--- src/rtl/etc_fetch_addr_unit.sv ---
// ETC2 block fetcher and texel address generator: walks 4x4 blocks in raster order,
// serves 16 texels per block and emits each texel's 32bpp framebuffer byte address.
module etc_fetch_addr_unit #(
  parameter int BLOCKS_X   = 32,
  parameter int BLOCKS_Y   = 32,
  parameter int BLK_ADDR_W = 16
) (
  input  logic                  sclk,
  input  logic                  rst,
  input  logic                  write_finish,
  input  logic [31:0]           width,
  output logic                  blk_rd_en,
  output logic [BLK_ADDR_W-1:0] blk_rd_addr,
  input  logic [63:0]           blk_rd_data,
  output logic [63:0]           block_out,
  output logic [7:0]            blockX_out,
  output logic [7:0]            blockY_out,
  output logic [4:0]            pixIdx_out,
  output logic                  valid,
  output logic                  image_finished,
  output logic [31:0]           out_addr,
  output logic                  addr_valid
);

  typedef enum logic [1:0] {FETCH, WAIT, SERVE, DONE} state_e;

  localparam logic [7:0] LAST_X = 8'(BLOCKS_X - 1);
  localparam logic [7:0] LAST_Y = 8'(BLOCKS_Y - 1);

  state_e      state_q, state_d;
  logic        run_q;
  logic [7:0]  blk_x_q, blk_y_q;
  logic [3:0]  pix_q;
  logic [63:0] block_q;
  logic [31:0] addr_q;
  logic        addr_valid_q;

  logic        accept, last_pix, last_col, last_blk;
  logic [31:0] y_px, x_px, pix_addr;

  assign accept   = (state_q == SERVE) && write_finish;
  assign last_pix = (pix_q == 4'hF);
  assign last_col = (blk_x_q == LAST_X);
  assign last_blk = last_col && (blk_y_q == LAST_Y);

  // run_q holds the first FETCH for one cycle after reset release so the
  // read strobe stays low while reset is asserted.
  always_ff @(posedge sclk) begin
    if (!rst) begin
      state_q <= FETCH;
      run_q   <= 1'b0;
    end else begin
      state_q <= state_d;
      run_q   <= 1'b1;
    end
  end

  always_comb begin
    state_d = state_q;
    unique case (state_q)
      FETCH:   if (run_q) state_d = WAIT;
      WAIT:    state_d = SERVE;
      SERVE:   if (accept && last_pix) state_d = last_blk ? DONE : FETCH;
      DONE:    state_d = DONE;
      default: state_d = FETCH;
    endcase
  end

  always_comb begin
    blk_rd_en      = run_q && (state_q == FETCH);
    valid          = (state_q == SERVE);
    image_finished = (state_q == DONE);
  end

  always_ff @(posedge sclk) begin
    if (!rst) begin
      blk_x_q <= '0;
      blk_y_q <= '0;
      pix_q   <= '0;
      block_q <= '0;
    end else begin
      if (state_q == WAIT) block_q <= blk_rd_data;
      if (accept) begin
        pix_q <= pix_q + 4'd1;
        if (last_pix && !last_blk) begin
          if (last_col) begin
            blk_x_q <= '0;
            blk_y_q <= blk_y_q + 8'd1;
          end else begin
            blk_x_q <= blk_x_q + 8'd1;
          end
        end
      end
    end
  end

  // Column-major texel layout: pix[3:2] is the column, pix[1:0] the row.
  assign y_px     = {22'd0, blk_y_q, pix_q[1:0]};
  assign x_px     = {22'd0, blk_x_q, pix_q[3:2]};
  assign pix_addr = (y_px * width + x_px) << 2;

  always_ff @(posedge sclk) begin
    if (!rst) begin
      addr_q       <= '0;
      addr_valid_q <= 1'b0;
    end else begin
      addr_valid_q <= valid;
      if (valid) addr_q <= pix_addr;
    end
  end

  assign blk_rd_addr = BLK_ADDR_W'(32'(blk_y_q) * 32'(BLOCKS_X) + 32'(blk_x_q));
  assign block_out   = block_q;
  assign blockX_out  = blk_x_q;
  assign blockY_out  = blk_y_q;
  assign pixIdx_out  = {1'b0, pix_q};
  assign out_addr    = addr_q;
  assign addr_valid  = addr_valid_q;

endmodule

--- config.mk ---
export PLATFORM = sky130hd
export DESIGN_NAME = etc_fetch_addr_unit
export DESIGN_NICKNAME = d
export VERILOG_FILES = /design/src/rtl/etc_fetch_addr_unit.sv
export SDC_FILE = /design/constraint.sdc
export NUM_CORES = 1
export LEC_CHECK = 0
export CELL_PAD_IN_SITES_DETAIL_PLACEMENT = 0
export CELL_PAD_IN_SITES_GLOBAL_PLACEMENT = 2
export CORE_MARGIN = 4
export CORE_UTILIZATION = 35
export CTS_CLUSTER_SIZE = 30
export DETAILED_ROUTE_END_ITERATION = 8
export GPL_ROUTABILITY_DRIVEN = 0
export PLACE_DENSITY = 0.93
export SYNTH_ARGS = -nofsm -noshare
export SYNTH_HDL_FRONTEND = slang
export SYNTH_SLANG_ARGS = --single-unit
--- constraint.sdc ---
create_clock -name sclk -period 10.7 [get_ports sclk]
set_input_delay 1.605 -clock sclk [delete_from_list [all_inputs] [get_ports sclk]]
set_output_delay 1.605 -clock sclk [all_outputs]
set_load 0.01 [all_outputs]
### Word level (Yosys, flattened, before mapping)

Cells that the tools add are included.
W data, S select, Z words.

* multiply operators: 1
* mux-type cells: 6
* $add $sub $neg: 5
* reduce and logical (&&, ||, !) cells: 10
* equal/unequal tests: 8

Operator list (number)
* $mul A10 B32 Y30: 1
* $add A30 B10 Y30: 1
* $add A8 B1 Y8 const B: 2
* $eq A8 B5 Y1 const B: 2
* $add A13 B8 Y14: 1
* $mux W8: 1
* $pmux W2 S4: 1
* $mux W2: 3
* $logic_and A1 B1 Y1: 5
* $add A4 B1 Y4 const B: 1
* $eq A2 B2 Y1 const B: 2
* $eq A4 B4 Y1 const B: 1
* $reduce_and A2 Y1: 2
* $reduce_and A3 Y1: 1
* $eq A2 B1 Y1 const B: 1
* $logic_not A2 Y1: 1
* $ne A2 B1 Y1 const B: 1
* $ne A2 B2 Y1 const B: 1
* $logic_not A1 Y1: 1
* $mux W1: 1

* register bits after elaboration: 118
* input port bits: 99
* logic and storage cells: 38

### Longest topological paths before layout

Gate-level depths: netlist (run 1).

* depth in word-level cells: 5
* mapped depth: 22
* gate-level depth less buffers: 20

### Worst setup path after synthesis (run 1)

OpenSTA, ideal clock, no wires.

* path type: input to register
* start point: in width[10]
* end point: reg addr_q[31] (netlist: out_addr[31])
* stages on the path: 20
* data arrival time: 6.385 ns
* buffers on the path: 2
* setup slack: 4.193 ns
* path through: clkbuf_1 nand2_1 fa_1 inv_1 fa_1 fa_1 fa_1 inv_1 fa_1 inv_1 ha_1 clkbuf_1 nand3_1 nor2_1 and3_1 a21oi_1 o31ai_1 a21o_1 nand2_1 o311a_1

* longest elaborated chain between the ends: 2

Ends and longest elaborated chain
* start, declared: line 11 `input logic [31:0] width,`
* $mul A10 B32 Y30: line 100 `assign pix_addr = (y_px * width + x_px) << 2;`
* $add A30 B10 Y30: line 100
* end signal, assigned: line 108 `if (valid) addr_q <= pix_addr;`
* end, declared: line 35 `logic [31:0] addr_q;`

No other way between the ends.
A chain may end at the register's enable or synchronous reset.

### Worst setup path after layout (run 1)

* start point: in width[13]
* end point: reg addr_q[28] (netlist: out_addr[28])

The elaborated chain is that of the path after synthesis.

==> results.toml, run 1 <==
[sta]
finalSetupViolations = 0
relSlewSlack = 0.459
fin_setup_tns_ns = 0
slew_viol_final = 0
fin_crit_sh = 0.666
tightestPinTransition_ns = 0.810
fmax_mhz = 140
period_needed_ns = 7.13
hold_viol = 0
rsz0062_at_grt = "no"
finalClockSkew_ns = 0.0152

[run]
drv_cap = 0

[clock_tree]
cts_resized = 0
clkSinkCount = 118
cts_root_buf = "clkbuf_16"
cts_buffers = 17
cts_tree = "yes"
cts_setup_buffers = 0
htree_levels = 4
cts_buffer_depth = 2
holdBufCountCts = 0
clk_pin_slew_worst_paths_ns = 0.06
clock_latency_ns = 0.41

[floorplan]
chipWidth_um = 199
fp.coreArea_sq_um = 35800
die_h_um = 199
start_util = 0.357
rows = 69
die_area_sq_um = 39700
ios = 236

[status]
status = "complete, no violations"

[logic_synthesis]
synthDistinctLibCells = 54
synthDominantCellAreaShare = 0.301
synthFlopType = "dfxtp_1"
synth.avg_cell_area_sq_um = 8.53
ys_ff_latch = 118
yosys_warnings = 0
ys_seq_area_frac = 0.185
synthTopCellsByArea = "fa_1 30%, dfxtp_1 18%, nand2_1 9.4%"
netlist_area_sq_um = 12800
yosysTopAreaCell = "fa_1"
postSynth.asyncResetShare = 0
netlist_instances = 1500
synth_edf_count = 0

[routing]
route.detailed.drc = 0
wl_per_cell_um = 17.0
via_count = 10057
viasPerCell = 4.70
ant_nets = 0
firstDrtPassIters = 5
wirelength_um = 36400
drtIter0Drc = 554

[global_routing]
grt_pass1_wl_um = 58700
grt_util_all_layers = 0.185
antenna_found_initial = 2
grt_max_degree = 90
grt_pass1_vias = 10513
gr-total-overflow = 0

[worst_setup_path]
crit_fanout = 10
cp.required_ns = 11.05
worstPathArrival_ns = 7.48
worstSetupEndpointType = "flop"
path_class = "primary input to flop"
critPathLaunchType = "primary input"

[hold_path]
min_path_type = "flop to flop"

[place]
dp_hpwl_um = 28000
dp_cells = 2109
placed_cell_area_sq_um = 15300
io_buffers = 228

[layout]
layout-drive-gt1-share = 0.0333
layout.nets = 2031
area_growth_pct = 24.7
design_area_sq_um = 15900
final_core_util = 0.445
fillers = 3493
final-instance-count-excl-fill = 2141
n_antenna_cell = 0

[pwr]
ir_drop_v = 0.000102
power.total_uw = 1270
power.leakage_uw = 0.00690
power.density_nw_per_um2 = 79.4
-- layer usage --
| layer | up-vias | part of all wire | GRT usage |
|---|---|---|---|
| met3 | 24 | 0.050 | 0.0265 |
| met2 | 227 | 0.47 | 0.311 |
| met5 | - | 0.00069 | 0 |
| li1 | 4892 | - | - |
| met4 | 4 | 0.0082 | 0.0322 |
| met1 | 4910 | 0.47 | 0.259 |
-- per-stage QoR --
stage | hold slack [ns] | worst slack (ns)
after floorplan | 0.483 | 4.19
after global placement | 0.438 | 3.30
after detailed placement | 0.445 | 3.20
after CTS | 0.460 | 3.64
after global routing | 0.485 | 3.36
final | 0.451 | 3.57
-- final timing paths --
check                 end  cells after the start  slack (ns)           from
max          out_addr[28]                     17        3.57      width[13]
min          out_addr[27]                      2        0.45   out_addr[27]
max reg2reg  out_addr[28]                     18        4.53  blockY_out[0]
min reg2reg  out_addr[27]                      2        0.45   out_addr[27]
-- cell usage after synthesis (14+ instances only) --
library cell and number:
nand2_1 320, inv_1 233, fa_1 192, and2_1 136
dfxtp_1 118, ha_1 73, clkbuf_1 71, a21boi_0 69
xnor2_1 42, o21ai_0 32, a21oi_1 29, xor2_1 18
nand3_1 16, nor2_1 16, a21o_1 14, buf_1 14
-- where the power goes --
group | total [uW] | switching (uW) | internal, uW
clock | 595 | 239 | 355
combinational | 202 | 106 | 95.2
sequential | 469 | 10.3 | 459
total | 1270 | 356 | 909
-- worst max-delay path: stages --
cell and delay (ns):
clkdlybuf4s50_1 0.71, and2_1 0.34, fa_1 0.49, fa_1 0.53, fa_1 0.54, inv_1 0.05
fa_1 0.50, fa_1 0.64, inv_1 0.07, ha_1 0.41, a21o_1 0.22, a211oi_1 0.37
o211ai_1 0.18, nand3_1 0.15, o21ai_0 0.11, or4b_1 0.48, nand3_1 0.07
-- layout make-up --
type / instances / area (sq um) / share of cell area
multi-input cells: 1054 / 9130 / 0.573
repair buffers: 242 / 2380 / 0.149
flip-flops and latches: 118 / 2360 / 0.148
inverters: 234 / 883 / 0.0554
well taps: 461 / 577 / 0.0362
clock buffers: 17 / 425 / 0.0267
clock inverters: 15 / 184 / 0.0115
-- sequential cells by signal, indices dropped and copies added, names as in the netlist --
| register | cells |
|---|---|
| block_out | 64 |
| out_addr | 30 |
| blockX_out | 8 |
| blockY_out | 8 |
| pix_q | 4 |
| state_q | 2 |
| addr_valid | 1 |
| run_q | 1 |
-- cells in the final DEF, fill, tap and decap left out, drive strengths merged, types with 16 or more instances in the layout --
cell type,n
ha,73
xnor2,42
nand3,16
clkdlybuf4s50,227
xor2,18
fa,192
nand2,320
dfxtp,118
o21ai,32
nor2,17
inv,243
a21boi,70
clkbuf,17
a21oi,29
and2,137
-- logic make-up (layout without fill, tap and decap cells) --
family                   Yosys count  in the layout  synth area share
AND/OR/NAND/NOR                  544            544             0.204
XOR/XNOR                          60             60            0.0411
flip-flops                       118            118             0.185
AO/OA/AOI/OAI                    179            179            0.0949
adder cells (fa/ha/maj)          265            265             0.372
other                              1              5          0.000293
multiplexers                       1              1          0.000783
buffers and inverters            332            508             0.103
Note: power is estimated with default switching activity, not from simulation.
==> inputs of run 2 (changes only) <==
Settings changed: CORE_UTILIZATION 35 to 32, PLACE_DENSITY 0.93 to 0.87.
Clock period 10.7 ns to 7.2 ns, I/O delays scaled along.
==> run 2 against run 1 <==
Via count is 0.88% higher. Global-route usage is 1.1 points lower. Final cell count is 3.1% higher. First-iteration DRC count is 5.4% lower. Highest routed layer is now met4. Worst setup slack worse by 2.9 ns. Largest power group unchanged. Clock-buffer cell count stayed put. Clock power is 50% higher. Critical endpoint unchanged. Die area is 9.0% higher. Register-to-register slack worse by 3.2 ns. Routed wire length is 2.7% higher.
==> results.toml, run 2 (synthesis gave the netlist of run 1 again) <==
[sta]
slew_viol_final = 0
fin_crit_sh = 0.902
fin_ws_ns = 0.707
fin_setup_tns_ns = 0
tightestPinTransition_ns = 0.721
rsz0062_at_grt = "no"
period_needed_ns = 6.49
fmax_mhz = 154
relSlewSlack = 0.519
finalSetupViolations = 0
hold_viol = 0
finalClockSkew_ns = 0.0121

[floorplan]
start_util = 0.327
die_area_sq_um = 43200
fp.coreArea_sq_um = 39100
die_h_um = 208
rows = 72
ios = 236
chipWidth_um = 208

[routing]
via_count = 10145
drtIter0Drc = 524
ant_nets = 0
wl_per_cell_um = 16.9
route.detailed.drc = 0
wirelength_um = 37400
viasPerCell = 4.60
firstDrtPassIters = 5

[pwr]
ir_drop_v = 0.000102
power.density_nw_per_um2 = 118
power.total_uw = 1890
power.leakage_uw = 0.00695

[worst_setup_path]
critPathLaunchType = "primary input"
crit_path_top_delay_cell = "clkdlybuf4s50_1"
endpoint = "out_addr[28]"
regToRegSetupSlack_ns = 1.31
path_class = "primary input to flop"
path_delay_family = "adder cells"
r2r_cells = 19
crit_buf_inv = 3
cp_common_cell = "fa_1"
worst-path-stages = 17
worstSetupEndpointType = "flop"
crit_chain = "clkdlybuf4s50_1 -> and2_1 -> fa_1 -> fa_1 -> fa_1 -> inv_1 -> fa_1 -> fa_1 -> inv_1 -> ha_1 -> a21o_1 -> a211oi_1 -> o211ai_1 -> nand3_1 -> o21ai_0 -> or4b_1 -> nand3_1"
regToRegEndpoint = "out_addr[28]"
r2r-start = "blockY_out[0]"
crit_fanout = 10
critPathMaxStageDelay_ns = 0.68
cp.required_ns = 7.55
crit_start = "width[12]"
worstPathArrival_ns = 6.85

[clock_tree]
cts_setup_buffers = 0
clock_latency_ns = 0.41
holdBufCountCts = 0
cts_resized = 0
cts_root_buf = "clkbuf_16"
cts_buffers = 17
clkSinkCount = 118
cts_tree = "yes"
htree_levels = 4
cts_buffer_depth = 2
clk_pin_slew_worst_paths_ns = 0.06

[global_routing]
antenna_found_initial = 1
gr-total-overflow = 0
grt_util_all_layers = 0.174
grt_max_degree = 65
grt_pass1_vias = 10901
grt_pass1_wl_um = 61000

[place]
dp_cells = 2174
pre_cts_slack_ns = 0.267
io_buffers = 228
dp_hpwl_um = 29500

[hold_path]
min_path_type = "flop to flop"

[layout]
layout.nets = 2039
area_growth_pct = 25.8
final_cell_mix = "320 x nand2_1, 233 x inv_1, 227 x clkdlybuf4s50_1"
fillers = 3965
final_core_util = 0.412
largest_reg_flops = 64
final-instance-count-excl-fill = 2207
layout_commonest_cell = "nand2_1"
layout-drive-gt1-share = 0.0379

[status]
status = "complete, no violations"

[run]
drv_cap = 0
-- run 2: worst min path at each step --
stage	startpoint	to	cells past startpoint
floorplan	out_addr[25]	out_addr[25]	2
global placement	out_addr[26]	out_addr[26]	2
detailed placement	out_addr[29]	out_addr[29]	2
CTS	out_addr[29]	out_addr[29]	2
global route	block_out[62]	block_out[62]	2
finish	out_addr[27]	out_addr[27]	2
-- run 2: area by class of cell --
cell class | instances | area (sq um) | share of cell area
antenna | 1 | 2.50 | 0.000156
clock buffer | 17 | 425 | 0.0264
tap | 518 | 648 | 0.0403
inverter | 234 | 883 | 0.0549
timing repair buffer | 250 | 2450 | 0.153
multi-input combinational | 1054 | 9130 | 0.568
clock inverter | 15 | 181 | 0.0113
sequential | 118 | 2360 | 0.147
-- run 2: where the power goes --
group / internal, uW / total, uW / switching [uW]
Sequential: 682 / 697 / 14.9
Clock: 528 / 892 / 364
Combinational: 142 / 302 / 160
Total: 1350 / 1890 / 539
-- run 2: worst register-to-register path, delay by kind of cell, from the launching register on --
kind                       cells  cell delay (ns)
buffers and inverters          4             0.45
and+or+nand+nor                4             0.79
AOI/OAI and AO/OA              5             1.03
adders and majority gates      6             2.85
DFF                            1             0.71
-- run 2: layer usage --
metal  wire length [um]  global-route usage
met1              17700               0.242
met3               1420              0.0247
met2              17600               0.292
met4                561              0.0349
met5                  0                   0
-- run 2: stage by stage --
stage          area, sq um  hold slack [ns]
5_1_grt              16100            0.480
4_1_cts              16100            0.466
2_1_floorplan        12800            0.483
3_5_place_dp         15500            0.451
6_report             16100            0.461
3_3_place_gp         15500            0.438
==> inputs of run 3 (changes only) <==
Settings changed: CORE_UTILIZATION 32 to 29, PLACE_DENSITY 0.87 to 0.83, TNS_END_PERCENT set to 10.
Clock period 7.2 ns to 5.8 ns, I/O delays scaled along.
==> run 3 against run 2 <==
Die area up 9.9%. Non-clock buffer count up 135. Clock-buffer cell count unchanged. Via count up 4.4%. Register-to-register slack worse by 1.0 ns. Worst setup slack worse by 0.61 ns. Routed wire length up 3.7%. Sequential power up 24%. First-iteration DRC count down 11%. Power up 26%. Hold slack worse by 0.0051 ns. Critical path type unchanged. Critical endpoint is now out_addr[26]. Largest cell class unchanged.
==> results.toml, run 3 (synthesis gave the netlist of run 1 again) <==
[clock_tree]
cts_buffer_depth = 2
clk_pin_slew_worst_paths_ns = 0.07
clock_latency_ns = 0.43
cts_tree = "yes"
cts_root_buf = "clkbuf_16"
cts_buffers = 17
holdBufCountCts = 0
htree_levels = 4
clkSinkCount = 118

[run]
drv_cap = 0

[pwr]
ir_drop_v = 0.000185
power.density_nw_per_um2 = 134
power.total_uw = 2370
power.leakage_uw = 0.00781

[floorplan]
fp.coreArea_sq_um = 43400
start_util = 0.295
ios = 236
chipWidth_um = 218
die_area_sq_um = 47500
rows = 76
die_h_um = 218

[layout]
layout.nets = 2174
multi_input_area_sq_um = 9470
largest_reg_flops = 64
layout_commonest_cell = "nand2_1"
design_area_sq_um = 17800
area_growth_pct = 39.0
layout-drive-gt1-share = 0.142
register_area_sq_um = 2360
final-instance-count-excl-fill = 2410
fillers = 4413
final_cell_mix = "317 x nand2_1, 224 x inv_1, 211 x clkdlybuf4s50_1"

[global_routing]
grt_pass1_wl_um = 62000
grt_max_degree = 95
gr-total-overflow = 0
grt_util_met1 = 0.219
grt_util_all_layers = 0.163
grt_pass1_vias = 11344
grt-busiest-layer = "met2"
grt_util_met2 = 0.277
grt_util_met3 = 0.0244
antenna_found_initial = 2

[routing]
route.detailed.drc = 0
ant_nets = 0
viasPerCell = 4.39
via_count = 10587
wirelength_um = 38800
firstDrtPassIters = 4
wl_per_cell_um = 16.1
drtIter0Drc = 464

[sta]
slew_viol_final = 0
fmax_mhz = 175
relSlewSlack = 0.438
fin_crit_sh = 0.983
timing.hold.ws_ns = 0.456
period_needed_ns = 5.70
hold_viol = 0
finalSetupViolations = 0
tightestPinTransition_ns = 0.843
finalClockSkew_ns = 0.0216
fin_ws_ns = 0.0971

[worst_setup_path]
regToRegEndpoint = "out_addr[26]"
r2r_cells = 19
cp_common_cell = "fa_1"
regToRegSetupSlack_ns = 0.31
worstPathArrival_ns = 6.00
crit_chain = "clkdlybuf4s50_1 -> buf_6 -> and2_1 -> fa_1 -> fa_1 -> fa_1 -> inv_1 -> fa_1 -> fa_1 -> inv_2 -> ha_4 -> a21o_1 -> a211oi_2 -> buf_4 -> o211ai_1 -> buf_4 -> buf_4 -> a31oi_4 -> xor2_1 -> o21ai_1"
worst-path-stages = 20
critPathMaxStageDelay_ns = 0.62
crit_start = "width[17]"
worstSetupEndpointType = "flop"
cp.required_ns = 6.10
path_class = "primary input to flop"
critPathLaunchType = "primary input"
crit_fanout = 7
crit_path_top_delay_cell = "fa_1"
crit_buf_inv = 7
endpoint = "out_addr[26]"
r2r-start = "blockY_out[5]"
path_delay_family = "adder cells"

[place]
pre_cts_slack_ns = -0.573
dp_cells = 2359
io_buffers = 228
placed_cell_area_sq_um = 16600
dp_hpwl_um = 31200

[hold_path]
min_path_type = "flop to flop"

[status]
status = "complete, no violations"
## run 3: per-layer routing
layer,vias up,wire length [um]
met5,-,0
met2,216,18900
met3,47,1570
met4,0,761
met1,5141,17600
li1,5183,-
## run 3: repair_timing
action                     CTS  global route
setup endpoints to repair    7            15
buffers inserted             1            15
gates resized for setup     12            89
gates cloned                 0             1
pin swaps                    6            70
## run 3: worst reg2reg max path, cell delays in order, from the launching register on
cell and delay [ns]:
dfxtp_1 0.61, buf_12 0.19, and2_1 0.14, fa_1 0.45, fa_1 0.53, fa_1 0.53
fa_1 0.53, inv_2 0.04, fa_1 0.52, inv_2 0.05, ha_4 0.25, buf_4 0.15
a211o_1 0.30, a21oi_2 0.17, o211ai_1 0.16, buf_4 0.18, buf_4 0.13, a31oi_4 0.15
xor2_1 0.23, o21ai_1 0.08
## run 3: worst min-delay path by stage
stage	to	cells past startpoint	slack (ns)	from
floorplan	out_addr[25]	2	0.48	out_addr[25]
global placement	out_addr[22]	2	0.44	out_addr[22]
detailed placement	out_addr[22]	2	0.45	out_addr[22]
CTS	out_addr[22]	2	0.46	out_addr[22]
global route	out_addr[26]	2	0.48	out_addr[26]
finish	out_addr[22]	2	0.46	out_addr[22]
## run 3: where the power goes
part	internal (uW)	leakage, uW	switching [uW]	total [uW]
Sequential	846	0.000958	20.5	867
Combinational	217	0.00655	209	426
Clock	586	0.000297	495	1080
Total	1650	0.00781	725	2370
## run 3: per-stage QoR
step	TNS, ns	util
final	0	0.410
after detailed placement	-6.64	0.383
after global routing	-0.214	0.410
after floorplan	0	-
after global placement	-5.98	0.383
after CTS	-0.110	0.399
## run 3: cell type report
| cell class | instances | area share |
|---|---|---|
| Antenna cell | 2 | 0.000282 |
| Clock inverter | 15 | 0.0101 |
| Timing Repair Buffer | 385 | 0.209 |
| Multi-Input combinational cell | 1054 | 0.533 |
| Inverter | 234 | 0.0497 |
| Tap cell | 585 | 0.0412 |
| Clock buffer | 17 | 0.0239 |
| Sequential cell | 118 | 0.133 |
==> RTL edit, RTL diff (flow settings as in run 2) <==
Set the parameter `BLK_ADDR_W` to 15 (it was 16).
--- a/src/rtl/etc_fetch_addr_unit.sv
+++ b/src/rtl/etc_fetch_addr_unit.sv
@@ -4,5 +4,5 @@
   parameter int BLOCKS_X   = 32,
   parameter int BLOCKS_Y   = 32,
-  parameter int BLK_ADDR_W = 16
+  parameter int BLK_ADDR_W = 15
 ) (
   input  logic                  sclk,
Interface: changed (resized blk_rd_addr); port bits go from 236 to 235. No check against the original RTL was run, so the function may have changed too.
==> RTL edit against run 2 <==
Wire length down 0.69%; via count shrank 0.80%; total power down 2.3%; count of clock-buffer cells in the layout unchanged; synthesized area about the same; clock power shrank 4.6%; worst setup slack got worse by 0.012 ns; final area fell by 0.12%; sequential cell count unchanged; critical endpoint unchanged; highest routed layer unchanged.
==> RTL edit: results (changes against run 2) <==
Detailed routing
  • DRT iter0 DRCs: 613 (+17%)
  • Wire per inst: 16.8 um (-0.69%)
  • Vias: 10.1k (-0.80%)
  • Routed wire length: 37100 um (-0.69%)
  • Met2 WL: 17800 um (+0.79%)
  • DRT met1 WL: 17300 um (-2.5%)

Global routing
  • Grt met3 use: 2.27% (-0.20 points)
  • Largest net degree at the start of global routing: 89 (+37%)
  • Gr usage total: 17.2% (-0.20 points)
  • Met2 track demand over resource: 28.9% (-0.26 points)
  • Met1 Use GR: 24.1% (-0.17 points)
  • Vias in the first global route: 10.6k (-3.1%)
  • First-pass GRT wire length: 60200 um (-1.3%)

Placement
  • Placed inst area: 15500 um2 (about the same)
  • Pre-CTS setup slack: 0.275 ns (+0.00811 ns)

Outcome
  • Outcome: finished, final reports clean

Logic synthesis
  • Dominant cells by area after synthesis: fa_1, dfxtp_1, nand2_1
  • Sequential share of the synthesized area: 18.5% (about the same)
  • Syn Area/Cell: 8.53 um2 (about the same)

STA
  • Clock skew: 0.0146 ns (+0.00242 ns)
  • Slew headroom: 28.7% (-23 points)
  • Post-route minimum period: 6.51 ns (+0.0117 ns)

Final layout
  • Fraction of layout cells with a size suffix above 1: 3.85% (+0.059 points)

Pwr
  • Lkg Pwr: 0.00693 uW (-0.26%)
  • Max VDD drop: 0.000151 V (+48%)

Setup path
  • Crit. Startpoint: width[13]
  • Setup slack, reg-to-reg: 1.13 ns (-0.18 ns)
  • Worst Path Arrival: 6.87 ns (+0.02 ns)
  • R2R depth: 18 (-1)
  • Worst r2r src: blockY_out[2]

Clock tree
  • Root Buffer Master: clkbuf_16
## RTL edit: cells by family after synthesis
logic type | after synthesis | synth area share (%)
compound gates | 179 | 9.50
xor+xnor | 60 | 4.11
fa+ha+maj | 265 | 37.2
buf+inv | 331 | 10.2
flops | 118 | 18.5
mux | 1 | 0.0783
other cells | 1 | 0.0293
simple gates | 544 | 20.4
## RTL edit: layout make-up
cell class,instances,area (um2)
Fill cell,3979,23000
Multi-Input combinational cell,1053,9130
Timing Repair Buffer,251,2460
Sequential cell,118,2360
Inverter,234,883
Tap cell,518,648
Clock buffer,17,425
Clock inverter,15,159
Antenna cell,1,2.50
## RTL edit: worst min-delay path by stage
| stage | cells after the start | startpoint | slack, ns | to |
|---|---|---|---|---|
| floorplan | 2 | out_addr[25] | 0.48 | out_addr[25] |
| global placement | 2 | out_addr[27] | 0.44 | out_addr[27] |
| detailed placement | 2 | out_addr[20] | 0.44 | out_addr[20] |
| CTS | 2 | out_addr[20] | 0.46 | out_addr[20] |
| global route | 2 | out_addr[4] | 0.48 | out_addr[4] |
| finish | 2 | out_addr[20] | 0.45 | out_addr[20] |
## RTL edit: worst max-delay path, cell delays in order
cell	delay, ns
clkdlybuf4s50_1	0.83
nand2_1	0.16
fa_1	0.59
inv_1	0.06
fa_1	0.55
fa_1	0.44
fa_1	0.50
inv_1	0.05
fa_1	0.47
inv_1	0.04
ha_1	0.35
a21oi_1	0.20
o21ai_0	0.19
a211oi_1	0.37
o211ai_1	0.18
nand3_1	0.15
o21ai_0	0.10
or4b_1	0.48
nand3_1	0.07
## RTL edit: power by group
group,total (uW),switching [uW],internal [uW]
Clock,851,362,489
Combinational,299,157,141
Sequential,699,16.4,682
